## src/rtl/guard_patrol.sv

```systemverilog
// Guard patrol controller: walks a fixed loop of waypoints (X axis first, then Y),
// pauses at each one, and freezes on alert. All outputs are registered.
module guard_patrol #(
    parameter int unsigned NUM_WP       = 4,
    parameter logic [9:0]  WP0_X        = 10'd120,
    parameter logic [9:0]  WP0_Y        = 10'd300,
    parameter logic [9:0]  WP1_X        = 10'd300,
    parameter logic [9:0]  WP1_Y        = 10'd300,
    parameter logic [9:0]  WP2_X        = 10'd300,
    parameter logic [9:0]  WP2_Y        = 10'd150,
    parameter logic [9:0]  WP3_X        = 10'd120,
    parameter logic [9:0]  WP3_Y        = 10'd150,
    parameter int unsigned TOL          = 1,
    parameter int unsigned PAUSE_FRAMES = 60,
    parameter int unsigned STALL_FRAMES = 8
) (
    input  logic       frame_clk,
    input  logic       Reset,
    input  logic       enable,
    input  logic       alert,
    input  logic [9:0] GuardX,
    input  logic [9:0] GuardY,
    output logic [2:0] direction_guard,
    output logic [1:0] wp_index,
    output logic       lap_pulse,
    output logic [2:0] state_dbg
);

    localparam int unsigned SW      = $clog2(STALL_FRAMES + 1);
    localparam int unsigned PW      = (PAUSE_FRAMES > 1) ? $clog2(PAUSE_FRAMES) : 1;
    localparam logic [10:0] TOL_W   = 11'(TOL);
    localparam logic [1:0]  LAST_WP = 2'(NUM_WP - 1);

    localparam logic [2:0] DIR_LEFT  = 3'b000;
    localparam logic [2:0] DIR_RIGHT = 3'b001;
    localparam logic [2:0] DIR_DOWN  = 3'b010;
    localparam logic [2:0] DIR_UP    = 3'b011;
    localparam logic [2:0] DIR_STOP  = 3'b100;

    typedef enum logic [2:0] {
        IDLE   = 3'd0,
        MOVE_X = 3'd1,
        MOVE_Y = 3'd2,
        PAUSE  = 3'd3,
        HALT   = 3'd4
    } state_e;

    state_e        state_q, state_d;
    logic [2:0]    dir_q, dir_d;
    logic [1:0]    wp_q, wp_d;
    logic          lap_q, lap_d;
    logic [PW-1:0] pause_q, pause_d;
    logic [SW-1:0] stall_q, stall_d;
    logic [9:0]    prev_x_q, prev_y_q;

    logic [9:0]  tx, ty;
    logic [10:0] gx_w, gy_w, tx_w, ty_w;
    logic        x_lo, x_hi, y_lo, y_hi, x_same, y_same, stall_full;
    logic [2:0]  x_dir;

    // Current target waypoint
    always_comb begin
        tx = WP0_X;
        ty = WP0_Y;
        case (wp_q)
            2'd0: begin tx = WP0_X; ty = WP0_Y; end
            2'd1: begin tx = WP1_X; ty = WP1_Y; end
            2'd2: begin tx = WP2_X; ty = WP2_Y; end
            2'd3: begin tx = WP3_X; ty = WP3_Y; end
            default: begin tx = WP0_X; ty = WP0_Y; end
        endcase
    end

    // Tolerance windows are evaluated in 11 bits so the +TOL terms never wrap
    always_comb begin
        gx_w       = {1'b0, GuardX};
        gy_w       = {1'b0, GuardY};
        tx_w       = {1'b0, tx};
        ty_w       = {1'b0, ty};
        x_lo       = (gx_w + TOL_W) < tx_w;
        x_hi       = gx_w > (tx_w + TOL_W);
        y_lo       = (gy_w + TOL_W) < ty_w;
        y_hi       = gy_w > (ty_w + TOL_W);
        x_same     = (GuardX == prev_x_q);
        y_same     = (GuardY == prev_y_q);
        stall_full = (stall_q >= SW'(STALL_FRAMES));
        x_dir      = x_lo ? DIR_RIGHT : (x_hi ? DIR_LEFT : DIR_STOP);
    end

    always_comb begin
        state_d = state_q;
        dir_d   = DIR_STOP;
        wp_d    = wp_q;
        lap_d   = 1'b0;
        pause_d = pause_q;
        stall_d = '0;
        if (alert && (state_q != IDLE)) begin
            state_d = HALT;
            pause_d = '0;
        end else if (!enable) begin
            state_d = IDLE;
            pause_d = '0;
        end else begin
            case (state_q)
                IDLE: begin
                    if (!alert) state_d = MOVE_X;
                end
                MOVE_X: begin
                    if (stall_full || (!x_lo && !x_hi)) begin
                        state_d = MOVE_Y;
                    end else begin
                        dir_d   = x_dir;
                        stall_d = x_same ? (stall_q + SW'(1)) : '0;
                    end
                end
                MOVE_Y: begin
                    if (stall_full || (!y_lo && !y_hi)) begin
                        state_d = PAUSE;
                        pause_d = PW'(PAUSE_FRAMES - 1);
                    end else begin
                        dir_d   = y_lo ? DIR_DOWN : DIR_UP;
                        stall_d = y_same ? (stall_q + SW'(1)) : '0;
                    end
                end
                PAUSE: begin
                    if (pause_q == '0) begin
                        state_d = MOVE_X;
                        if (wp_q == LAST_WP) begin
                            wp_d  = 2'd0;
                            lap_d = 1'b1;
                        end else begin
                            wp_d = wp_q + 2'd1;
                        end
                    end else begin
                        pause_d = pause_q - PW'(1);
                    end
                end
                // Resume heads straight back toward the held waypoint
                HALT: begin
                    state_d = MOVE_X;
                    pause_d = '0;
                    dir_d   = x_dir;
                end
                default: state_d = IDLE;
            endcase
        end
    end

    always_ff @(posedge frame_clk) begin
        if (Reset) begin
            state_q <= IDLE;
            dir_q   <= DIR_STOP;
            wp_q    <= 2'd0;
            lap_q   <= 1'b0;
            pause_q <= '0;
            stall_q <= '0;
        end else begin
            state_q <= state_d;
            dir_q   <= dir_d;
            wp_q    <= wp_d;
            lap_q   <= lap_d;
            pause_q <= pause_d;
            stall_q <= stall_d;
        end
        prev_x_q <= GuardX;
        prev_y_q <= GuardY;
    end

    assign direction_guard = dir_q;
    assign wp_index        = wp_q;
    assign lap_pulse       = lap_q;
    assign state_dbg       = state_q;

endmodule

```

## config.mk

```make
export PLATFORM = sky130hd
export DESIGN_NAME = guard_patrol
export DESIGN_NICKNAME = d
export VERILOG_FILES = /design/src/rtl/guard_patrol.sv
export SDC_FILE = /design/constraint.sdc
export NUM_CORES = 1
export LEC_CHECK = 0
export ABC_AREA = 0
export CAP_MARGIN = 20
export CELL_PAD_IN_SITES_DETAIL_PLACEMENT = 2
export CELL_PAD_IN_SITES_GLOBAL_PLACEMENT = 2
export CORE_MARGIN = 2
export CORE_UTILIZATION = 30
export DETAILED_ROUTE_END_ITERATION = 8
export PLACE_DENSITY_LB_ADDON = 0.08
export SLEW_MARGIN = 20
export SYNTH_ARGS = -nofsm -noshare
export SYNTH_HDL_FRONTEND = slang
export SYNTH_SLANG_ARGS = --single-unit
```

## constraint.sdc

```tcl
create_clock -name frame_clk -period 2.65 [get_ports frame_clk]
set_input_delay 0.265 -clock frame_clk [delete_from_list [all_inputs] [get_ports frame_clk]]
set_output_delay 0.265 -clock frame_clk [all_outputs]
set_load 0.005 [all_outputs]
```

Yosys cells after proc, flatten, opt, wreduce, memory -nomap -nowiden
Cells that the tools add are included.
- bits in registers: 39
- word-level logic and storage cells: 92
- input bits: 24
- $add $sub $neg: 7
- $lt $le $gt $ge: 5
- bitwise operators: 4
- mux-type cells: 25
- equal/unequal tests: 18
- reductions and logical operators: 24
- operators by type and width (operator ; count):
    $add A10 B1 Y11 const B ; 4
    $pmux W10 S2 ; 2
    $mux W3 ; 10
    $gt A10 B11 Y1 ; 2
    $lt A11 B10 Y1 ; 2
    $eq A10 B10 Y1 ; 2
    $pmux W6 S3 ; 1
    $mux W4 ; 4
    $ne A4 B4 Y1 const B ; 4
    $pmux W3 S5 ; 1
    $mux W6 ; 2
    $reduce_and A4 Y1 ; 3
    $ne A2 B2 Y1 const B ; 5
    $pmux W3 S3 ; 1
    $pmux W4 S2 ; 1
    $reduce_or A2 Y1 ; 4
    $eq A3 B2 Y1 const B ; 2
    $logic_not A6 Y1 ; 1
    $reduce_bool A3 Y1 ; 2
    $sub A6 B1 Y6 const B ; 1
    $reduce_or A5 Y1 ; 1
    $add A4 B1 Y4 const B ; 1
    $eq A2 B2 Y1 const B ; 2
    $ge A4 B4 Y1 const B ; 1
    other kinds (14) ; 24

Logic depth before layout (Yosys ltp)
- depth after elaboration: 12
- mapped depth: 13
- depth with buffers taken out: 12

Worst setup path before layout
No wires, ideal clock.
- kind: input port to flip-flop
- start point: input GuardX[3]
- end point: register dir_q[2] (netlist: direction_guard[2])
- data required time: 2.510 ns
- stages: 13
- setup slack: 0.031 ns
- setup time: 0.140 ns
- path buffers: 1
- data arrival time: 2.479 ns
- cells stage by stage: clkbuf_1 nand4_1 nor2_1 nand2_1 xnor2_1 ha_1 a211oi_1 nand2_1 mux2i_1 o21ai_1 a21oi_1 o22a_1 o221ai_1
- word-level cells in the longest chain between the ends: 7
- elaborated cells on any way between the ends: 11
- those cells by class: add/sub (1); order compare (2); mux (4); reduce/logical (4)
- ends and longest elaborated chain (item ; line ; RTL):
    start: declaration ; 21 ; input logic [9:0] GuardX,
    $add A10 B1 Y11 ; 80 ; x_lo = (gx_w + TOL_W) < tx_w;
    $lt A11 B10 Y1 ; 80 ;
    $logic_not A1 Y1 ; 109 ; if (stall_full || (!x_lo && !x_hi)) begin
    $logic_and A1 B1 Y1 ; 109 ;
    $logic_or A1 B1 Y1 ; 109 ;
    $mux W3 ; 109 ;
    $pmux W3 S3 * ; 104 ; case (state_q)
    end signal: assignment ; 159 ; dir_q <= dir_d;
    end: declaration ; 49 ; logic [2:0] dir_q, dir_d;
Every way passes the cells marked *; elsewhere a longest branch is shown, timed or not.
A chain may end at the register's enable or synchronous reset.

Final worst setup path
- start point: register wp_q[0] (netlist: wp_index[0])
- end point: register dir_q[0] (netlist: direction_guard[0])
- word-level cells in the longest chain between the ends: 10
- elaborated cells on any way between the ends: 29
- those cells by class: add/sub (2); order compare (4); eq/ne (3); mux (7); reduce/logical (13)
- ends and longest elaborated chain (item ; line ; RTL):
    start: declaration ; 50 ; logic [1:0] wp_q, wp_d;
    start signal: assignment ; 160 ; wp_q <= wp_d;
    $eq A2 B2 Y1 (tied with other cells) ; 65 ; case (wp_q)
    $reduce_or A2 Y1 (no line) ; -- ;
    $pmux W10 S2 ; 65 ;
    $add A10 B1 Y11 (on tied branches) ; 83, 81 ;
    $gt A10 B11 Y1 (on tied branches) ; 83, 81 ;
    $logic_not A1 Y1 (on tied branches) ; 117, 109 ;
    $logic_and A1 B1 Y1 (on tied branches) ; 117, 109 ;
    $logic_or A1 B1 Y1 (on tied branches) ; 117, 109 ;
    $mux W3 (on tied branches) ; 117, 109 ;
    $pmux W3 S3 * ; 104 ;
Every way passes the cells marked *; elsewhere a longest branch is shown, timed or not. The select of a mux whose other input is x is not followed.

==> run_results.csv <==
group,metric,value,unit
final_layout,fin_util,45.8,%
final_layout,drive_above_1_share,27.2,%
final_layout,fillCellCount,858,
power,power_density,375,nW/µm²
synth,yosysWarnings,0,
routing,drt_wl_total,8440,µm
cts,hold_buffers,0,
placement,dp_hpwl,6310,µm
sta,fin_crit_sh,96.6,%
cts,htree_levels,2,
sta,fmax,0.390,GHz
cts,cts_made_buffers,5,
sta,period_needed,2560,ps
worst_setup_path,cp_common_cell,"buf_4",
worst_setup_path,worstPathArrival,2800,ps
power,power_leakage,1.40,nW
routing,vias,2393,
synth,syn_area,2420,µm²
synth,synth_edf_count,0,
worst_setup_path,worstSetupEndpointType,"flip-flop",
global_routing,grt_util_all_layers,19.4,%
sta,fin_ws,89.1,ps
sta,hold_viol,0,
cts,clockRootBuffer,"clkbuf_8",
final_layout,mostFrequentLayoutCells,"buf_4, dfxtp_1, clkdlybuf4s50_1, nand2_1, nor2_1",
placement,place.gp.congestion,0.792,
routing,drc,0,
sta,tns,0,ps
synth,synth_area_leaders,"dfxtp_1, ha_1, xnor2_1",
cts,cts_num_sinks,39,
worst_setup_path,path_class,"reg2reg",
floorplan,fp.dieW,93.7,µm
worst_setup_path,cpPeakStageDelay,360,ps
global_routing,antenna_found_initial,0,
run_status,status,"complete, no violations",
cts,clk_latency,300,ps
synth,yosysSeqAreaShare,32.3,%
global_routing,grt_max_degree,13,
synth,ys_ff_latch,39,
sta,fin_skew,11.3,ps
sta,grt_setup_unrepaired,"true",
worst_setup_path,cp.required,2890,ps
sta,whs,324,ps
synth,yosysTopAreaCellShare,32.3,%
routing,drt_first_pass_iters,4,
floorplan,io_pins,33,
synth,yosysTopAreaCell,"dfxtp_1",
final_layout,n_antenna_cell,0,
synth,synth_cell_types,61,
floorplan,start_util,31.1,%
routing,drt_iter0_markers,62,
synth,ys.flop_type,"dfxtp_1",
cts,cts_tree,"yes",
worst_setup_path,crit_chain,"inv_2 > ha_4 > buf_6 > buf_4 > ha_1 > buf_4 > mux2i_1 > nand2_1 > mux2i_1 > o21ai_2 > buf_4 > o32a_1 > nor2_1",
synth,syn-num-nets,320,
routing,wl_per_cell,18.3,µm
floorplan,dieArea,8790,µm²
final_layout,area_growth,47.1,%
flow_run,cap_violations,0,
sta,finalSetupViolations,0,
floorplan,row_count,32,
sta,finalMaxSlewViolations,0,
floorplan,die_h,93.7,µm
routing,vias_per_cell,5.18,
placement,pre_cts_slack,-437,ps
power,fin_total_pwr,1.33,mW
global_routing,overflow,0,
power,vdd_drop_max,0.155,mV
global_routing,grt_pass1_vias,2658,
cts,path_clk_slew,90,ps
floorplan,core,7770,µm²
worst_setup_path,slowest_stage,"dfxtp_2",
sta,worst-slew-pin-transition,553,ps
final_layout,final_nets,405,
final_layout,mostFrequentLayoutCell,"buf_4",
cts,clock_path_buffers,2,
sta,slew_headroom,62.2,%
synth,async_flop_share,0,%
placement,port_buffers,32,
synth,synthCells,274,
worst_setup_path,worstPathMaxFanout,4,
global_routing,grt_pass1_wl,13300,µm
synth,syn_area_per_cell,8.82,µm²
worst_setup_path,worstSetupStartpointType,"flip-flop",
min_path,hp-class,"in2reg",
routing,ant_nets,0,
-- metrics by stage --
stage / area [µm²] / std cells
CTS: 3330 / 460
global placement: 3200 / 450
floorplan: 2420 / 274
detailed placement: 3200 / 450
global route: 3550 / 462
finish: 3550 / 462
-- routing by layer --
metal  track usage, %  share of wire (%)
met1             23.1                 43
met2             36.1                 54
met3             2.49                1.6
met4             5.19               0.75
met5                0                  0
-- final timing paths --
check,start,to,slack (ps),cells after the start
max,wp_index[0],direction_guard[0],90,13
min,GuardY[0],prev_y_q[0],320,2
max reg2reg,wp_index[0],direction_guard[0],90,13
min reg2reg,stall_q[0],stall_q[0],530,1
-- cell type report --
| type | count | area (µm²) | area share (%) |
|---|---|---|---|
| clock inverter | 1 | 7.51 | 0.211 |
| inverter | 11 | 48.8 | 1.37 |
| tap | 102 | 128 | 3.59 |
| multi-input combinational | 217 | 1750 | 49.2 |
| clock buffer | 7 | 96.3 | 2.71 |
| timing repair buffer | 85 | 739 | 20.8 |
| sequential | 39 | 786 | 22.1 |
-- registers in the layout, summed over array words and instances (netlist names) --
signal and cells:
prev_x_q 10, prev_y_q 10, pause_q 6, stall_q 4
direction_guard 3, state_dbg 3, wp_index 2, lap_pulse 1
-- cells in the mapped netlist, types with 8 or more instances --
cell     number
dfxtp_1      39
ha_1         22
nand2_1      20
nor2_1       20
xnor2_1      18
nor3_1       13
o21ai_0      12
xor2_1       12
a21oi_1      10
inv_1        10
nand4_1       9
nand3_1       8
-- report_power, final --
group / internal (mW) / switching [mW]
Sequential: 0.603 / 0.00841
Combinational: 0.131 / 0.129
Clock: 0.237 / 0.227
Total: 0.971 / 0.364
-- critical path: cells and delay by family, from the launching register on --
kind	cells	cell delay (ps)
fa+ha+maj	2	550
simple gates	2	180
flops	1	360
compound gates	2	430
mux	2	330
buf+inv	5	640
-- cells by family after synthesis --
| group | after synthesis | synth area share, % |
|---|---|---|
| compound gates | 61 | 18.3 |
| xor+xnor | 30 | 10.9 |
| fa+ha+maj | 22 | 11.4 |
| buf+inv | 18 | 3.21 |
| flops | 39 | 32.3 |
| mux | 5 | 2.07 |
| simple gates | 99 | 21.9 |
-- timing repair --
| item | 4_1_cts | 5_1_grt |
|---|---|---|
| setup buffers | 2 | 3 |
| resized for setup | 8 | 43 |
| pin swaps | 9 | 24 |
| endpoints found under the hold margin | 0 | 0 |
| endpoints found under the setup margin | 10 | 14 |
(Power assumes the default switching activity.)
